$ cat config.mk
export PLATFORM = sky130hd
export DESIGN_NAME = mult_ctrl
export DESIGN_NICKNAME = d
export VERILOG_FILES = /design/src/rtl/mult_ctrl.sv
export SDC_FILE = /design/constraint.sdc
export NUM_CORES = 1
export LEC_CHECK = 0
export CORE_AREA = 2 2 174 176
export CTS_CLUSTER_SIZE = 8
export DETAILED_ROUTE_END_ITERATION = 8
export DIE_AREA = 0 0 176 178
export GPL_TIMING_DRIVEN = 1
export PLACE_DENSITY = 0.61
export SLEW_MARGIN = 20
export SYNTH_ARGS = -nofsm -noshare
export SYNTH_HDL_FRONTEND = slang
export SYNTH_SLANG_ARGS = --single-unit
$ cat constraint.sdc
create_clock -name clk -period 4.6 [get_ports clk]
set_input_delay 0.46 -clock clk [delete_from_list [all_inputs] [get_ports clk]]
set_output_delay 0.46 -clock clk [all_outputs]
set_load 0.005 [all_outputs]
$ cat src/rtl/mult_ctrl.sv
// mult_ctrl: sequential 32x32 multiplier that borrows the shared pipeline ALU.
// It runs one shift-add step per cycle (32 steps), fixes the sign, and then
// publishes a 64-bit product on hi/lo. It also raises stalls for the pipeline
// while a multiply is in flight or while a hi/lo read must wait.
module mult_ctrl (
    input  logic        clk,
    input  logic        rst,
    input  logic        MultStartE,
    input  logic        MultSgnE,
    input  logic [31:0] SrcAE,
    input  logic [31:0] SrcBE,
    input  logic        HiLoReadD,
    input  logic [31:0] ALUOut,
    output logic [31:0] ALU_A,
    output logic [31:0] ALU_B,
    output logic [2:0]  ALU_F,
    output logic        ALUGrant,
    output logic [31:0] hi,
    output logic [31:0] lo,
    output logic        busy,
    output logic        MultDoneE,
    output logic        StallMult
);

    localparam logic [1:0] IDLE = 2'd0;
    localparam logic [1:0] ITER = 2'd1;
    localparam logic [1:0] FIX  = 2'd2;
    localparam logic [1:0] DONE = 2'd3;

    localparam logic [2:0] ALU_ADD = 3'b010;

    logic [1:0]  state;
    logic [31:0] acc;
    logic [31:0] mplr;
    logic [31:0] mcand;
    logic [4:0]  count;
    logic        neg;

    logic [31:0] mag_a;
    logic [31:0] mag_b;
    logic        carry;
    logic [63:0] product;
    logic [63:0] product_fixed;

    // Operand magnitudes are formed locally so capture never needs the ALU;
    // 0x80000000 negates to itself, which is the correct unsigned magnitude.
    always_comb begin
        mag_a = (MultSgnE && SrcAE[31]) ? (~SrcAE + 32'd1) : SrcAE;
        mag_b = (MultSgnE && SrcBE[31]) ? (~SrcBE + 32'd1) : SrcBE;
    end

    // ALU operand mux: add the multiplicand (or zero) to the accumulator in ITER.
    always_comb begin
        ALU_A    = 32'd0;
        ALU_B    = 32'd0;
        ALU_F    = 3'b000;
        ALUGrant = 1'b0;
        if (state == ITER) begin
            ALU_A    = acc;
            ALU_B    = mplr[0] ? mcand : 32'd0;
            ALU_F    = ALU_ADD;
            ALUGrant = 1'b1;
        end
    end

    // Carry out of the 32-bit add is recovered from wrap-around of the sum.
    always_comb begin
        carry         = (ALUOut < ALU_A);
        product       = {acc, mplr};
        product_fixed = neg ? (~product + 64'd1) : product;
    end

    // Status outputs decoded from state; StallMult is combinational.
    always_comb begin
        busy      = (state == ITER) || (state == FIX);
        MultDoneE = (state == DONE);
        StallMult = busy || (HiLoReadD && (state != IDLE));
    end

    // Controller FSM and datapath registers.
    always_ff @(posedge clk or posedge rst) begin
        if (rst) begin
            state <= IDLE;
            acc   <= 32'd0;
            mplr  <= 32'd0;
            mcand <= 32'd0;
            count <= 5'd0;
            neg   <= 1'b0;
            hi    <= 32'd0;
            lo    <= 32'd0;
        end else begin
            case (state)
                IDLE: begin
                    if (MultStartE) begin
                        mcand <= mag_a;
                        mplr  <= mag_b;
                        neg   <= MultSgnE & (SrcAE[31] ^ SrcBE[31]);
                        acc   <= 32'd0;
                        count <= 5'd0;
                        state <= ITER;
                    end
                end
                ITER: begin
                    acc   <= {carry, ALUOut[31:1]};
                    mplr  <= {ALUOut[0], mplr[31:1]};
                    count <= count + 5'd1;
                    if (count == 5'd31) begin
                        state <= FIX;
                    end
                end
                FIX: begin
                    hi    <= product_fixed[63:32];
                    lo    <= product_fixed[31:0];
                    state <= DONE;
                end
                default: begin
                    state <= IDLE;
                end
            endcase
        end
    end

endmodule

==> flow_summary.toml <==
[yosys]
yosysTopAreaCell = "dfrtp_1"
ys_async_sr_fraction_pct = 100
netlist_area_um2 = 10200
synth_edf_count = 0
yosys_warnings = 0
synthTopCellsByArea = "dfrtp_1 (41%), xor2_1 (7.8%), ha_1 (4.9%)"
ys_ff_latch = 168
netlist-cell-type-count = 53
syn_inst = 1129
synth_top_area_share_pct = 41.4
syn_avg_cell_area_um2 = 8.99
synth_flop_cell = "dfrtp_1"
ys_seq_area_share_pct = 41.4

[clock_tree]
cts_sinks = 168
hold_buffers = 0
ctsHtreeMaxLevel = 4
ctsResizeCount = 0
cts_made_buffers = 17
cts_setup_buffers = 0
ctsLongestPathBuffers = 2
clkSlewWorstSetupHoldPaths_ns = 0.07
cts-root-buf = "clkbuf_16"
clock_latency_ns = 0.43
cts_tree = "yes"

[global_route]
grt_max_degree = 93
grt_pass1_vias = 9038
grtUsageTotal_pct = 20.0
antenna_found_initial = 3
grt_pass1_wl_um = 49500
grt-ovfl-total = 0

[drt]
drt-initial-drc-count = 567
ant_nets = 0
via_per_inst = 5.32
drc = 0
dr.pass1.iters = 5
via_count = 9167
routed_wl_um = 31300
wl_per_cell_um = 18.2

[place]
hpwl_um = 23100
place_congestion = 0.872
port_buffers = 233

[setup_path]
cp-start-kind = "flop"
cp_top_family = "simple AND/OR/NAND/NOR gates"
critPathMaxFanout = 37
required_ns = 4.88
r2r_cells = 8
crit_arrival_ns = 3.77
cpPeakStageDelay_ns = 0.74
worst_path_max_delay_cell = "dfrtp_1"
path_buf_inv = 1
crit_type = "flop to flop"
cp_num_cells = 8
path_cells = "inv_1, ha_1, or3b_2, nor3_1, nand3_1, o41ai_1, xor2_1, a21oi_1"
end_kind = "flop"

[floorplan]
start_util_pct = 34.5
dieWidth_um = 176
die-area_um2 = 31300
ios = 236
rows = 63
die_h_um = 178
core-area_um2 = 29400

[power_and_ir_drop]
power_w = 0.00813
vdd_drop_max_uv = 298
cellLeakagePower_nw = 5.69
power_density_nw_per_um2 = 605

[timing]
max_freq_mhz = 286
worst_pin_slew_ns = 0.958
tns_ns = 0
period_minus_slack_ns = 3.50
fin_crit_sh_pct = 76.0
slew_viol_final = 0
rsz0062_at_grt = "no"
hold_viol = 0
setup_viol = 0
max-slew-margin-rel_pct = 36.2
fin_worst_skew_ns = 0.0105

[job]
cap_violations = 0

[layout]
area_delta_synth_final_pct = 32.3
drive_gt1_share_pct = 5.41
postLayoutCoreUtil_pct = 45.7
n_fill_cell = 2820
fin_nets = 1459

[min_path]
hp-class = "flop to flop"
hold_depth = 2

[outcome]
run_status = "completed"
worst register-to-register path, stage by stage, from the launching register on:
cell and delay (ns):
dfrtp_1 0.74, inv_1 0.18, ha_1 0.18, or3b_2 0.52, nor3_1 0.30, nand3_1 0.58
o41ai_1 0.59, xor2_1 0.18, a21oi_1 0.08
cells in the mapped netlist (all sizes together) (2+ instances only):
library cell,n
or4,15
buf,7
o22ai,6
and3,35
a211o,2
inv,48
a21o,6
clkbuf,65
a22o,34
ha,40
or3,19
nand3,14
o41ai,25
a22oi,25
mux2i,3
o21ai,94
nor2,97
nand2,96
a31oi,4
nand4,14
and2,8
a21oi,98
o31ai,28
a211oi,2
dfrtp,168
nor4,12
or2,6
nand2b,4
o211ai,3
mux2,2
xnor2,30
nand3b,2
xor2,90
nor3,15
cells in the final DEF, fill, tap and decap left out, types with 16 or more instances in the layout:
master,count
clkdlybuf4s50_1,233
dfrtp_1,167
a21oi_1,98
nor2_1,97
nand2_1,95
o21ai_0,92
xor2_1,90
inv_1,47
ha_1,38
and3_1,35
a22o_1,34
xnor2_1,30
o31ai_1,28
a22oi_1,25
or3_1,19
clkbuf_16,17
o41ai_1,16
per-layer routing:
metal	part of all wire [%]	wire, µm	vias up	GRT usage [%]
li1	-	-	4399	-
met1	45	14200	4423	26.9
met2	46	14400	301	32.1
met3	7.0	2180	40	5.29
met4	1.7	538	4	5.34
met5	0.096	30	-	0
metrics by stage:
| stage | hold slack, ns | instances | setup slack, ns | cell area, µm² |
|---|---|---|---|---|
| final | 0.477 | 1722 | 1.10 | 13400 |
| after global placement | 0.453 | 1689 | 1.16 | 12800 |
| after global routing | 0.500 | 1721 | 0.868 | 13400 |
| after detailed placement | 0.464 | 1689 | 1.13 | 12800 |
| after floorplan | 0.441 | 1130 | 1.93 | 10200 |
| after CTS | 0.480 | 1721 | 1.13 | 13400 |
kinds of logic (layout without fill, tap and decap cells):
family	count (synthesis)	in the layout	synth area share, %
muxes	5	5	0.518
and+or+nand+nor	343	343	17.0
other	1	3	0.0369
DFF	168	168	41.4
xor gates and xnor gates	120	120	10.4
adders and majority gates	40	40	4.93
AOI/OAI and AO/OA	332	332	21.2
buffers and inverters	120	321	4.60
where the power goes:
part	leakage [nW]	internal [W]	switching [W]	total (W)
registers	2.06	0.00215	0.000664	0.00281
clock network	0.305	0.000882	0.000690	0.00157
logic	3.32	0.00177	0.00197	0.00374
total	5.69	0.00481	0.00332	0.00813
final timing paths:
path | from | endpoint | slack [ns]
hold reg to reg | mcand[19] | mcand[19] | 0.48
setup / recovery | mplr[0] | hi[24] | 1.10
hold / removal | mcand[19] | mcand[19] | 0.48
min in group asynchronous | rst | mcand[4] | 0.54
setup reg to reg | mplr[0] | hi[24] | 1.10
max in group asynchronous | rst | neg | 3.02
final cells by class:
cell class | count | area (µm²) | share of cell area, %
flip-flops and latches | 168 | 4210 | 31.3
well taps | 390 | 488 | 3.63
diodes | 1 | 2.50 | 0.0186
clock buffers | 17 | 425 | 3.17
repair buffers | 241 | 2400 | 17.9
clock inverters | 15 | 205 | 1.53
inverters | 48 | 184 | 1.37
multi-input cells | 842 | 5510 | 41.1
registers in the layout (all words and copies together) (netlist names):
register	cells
state	2
neg	1
lo	32
acc	32
mcand	32
count	5
hi	32
mplr	32
Note: power is estimated with default switching activity, not from simulation.
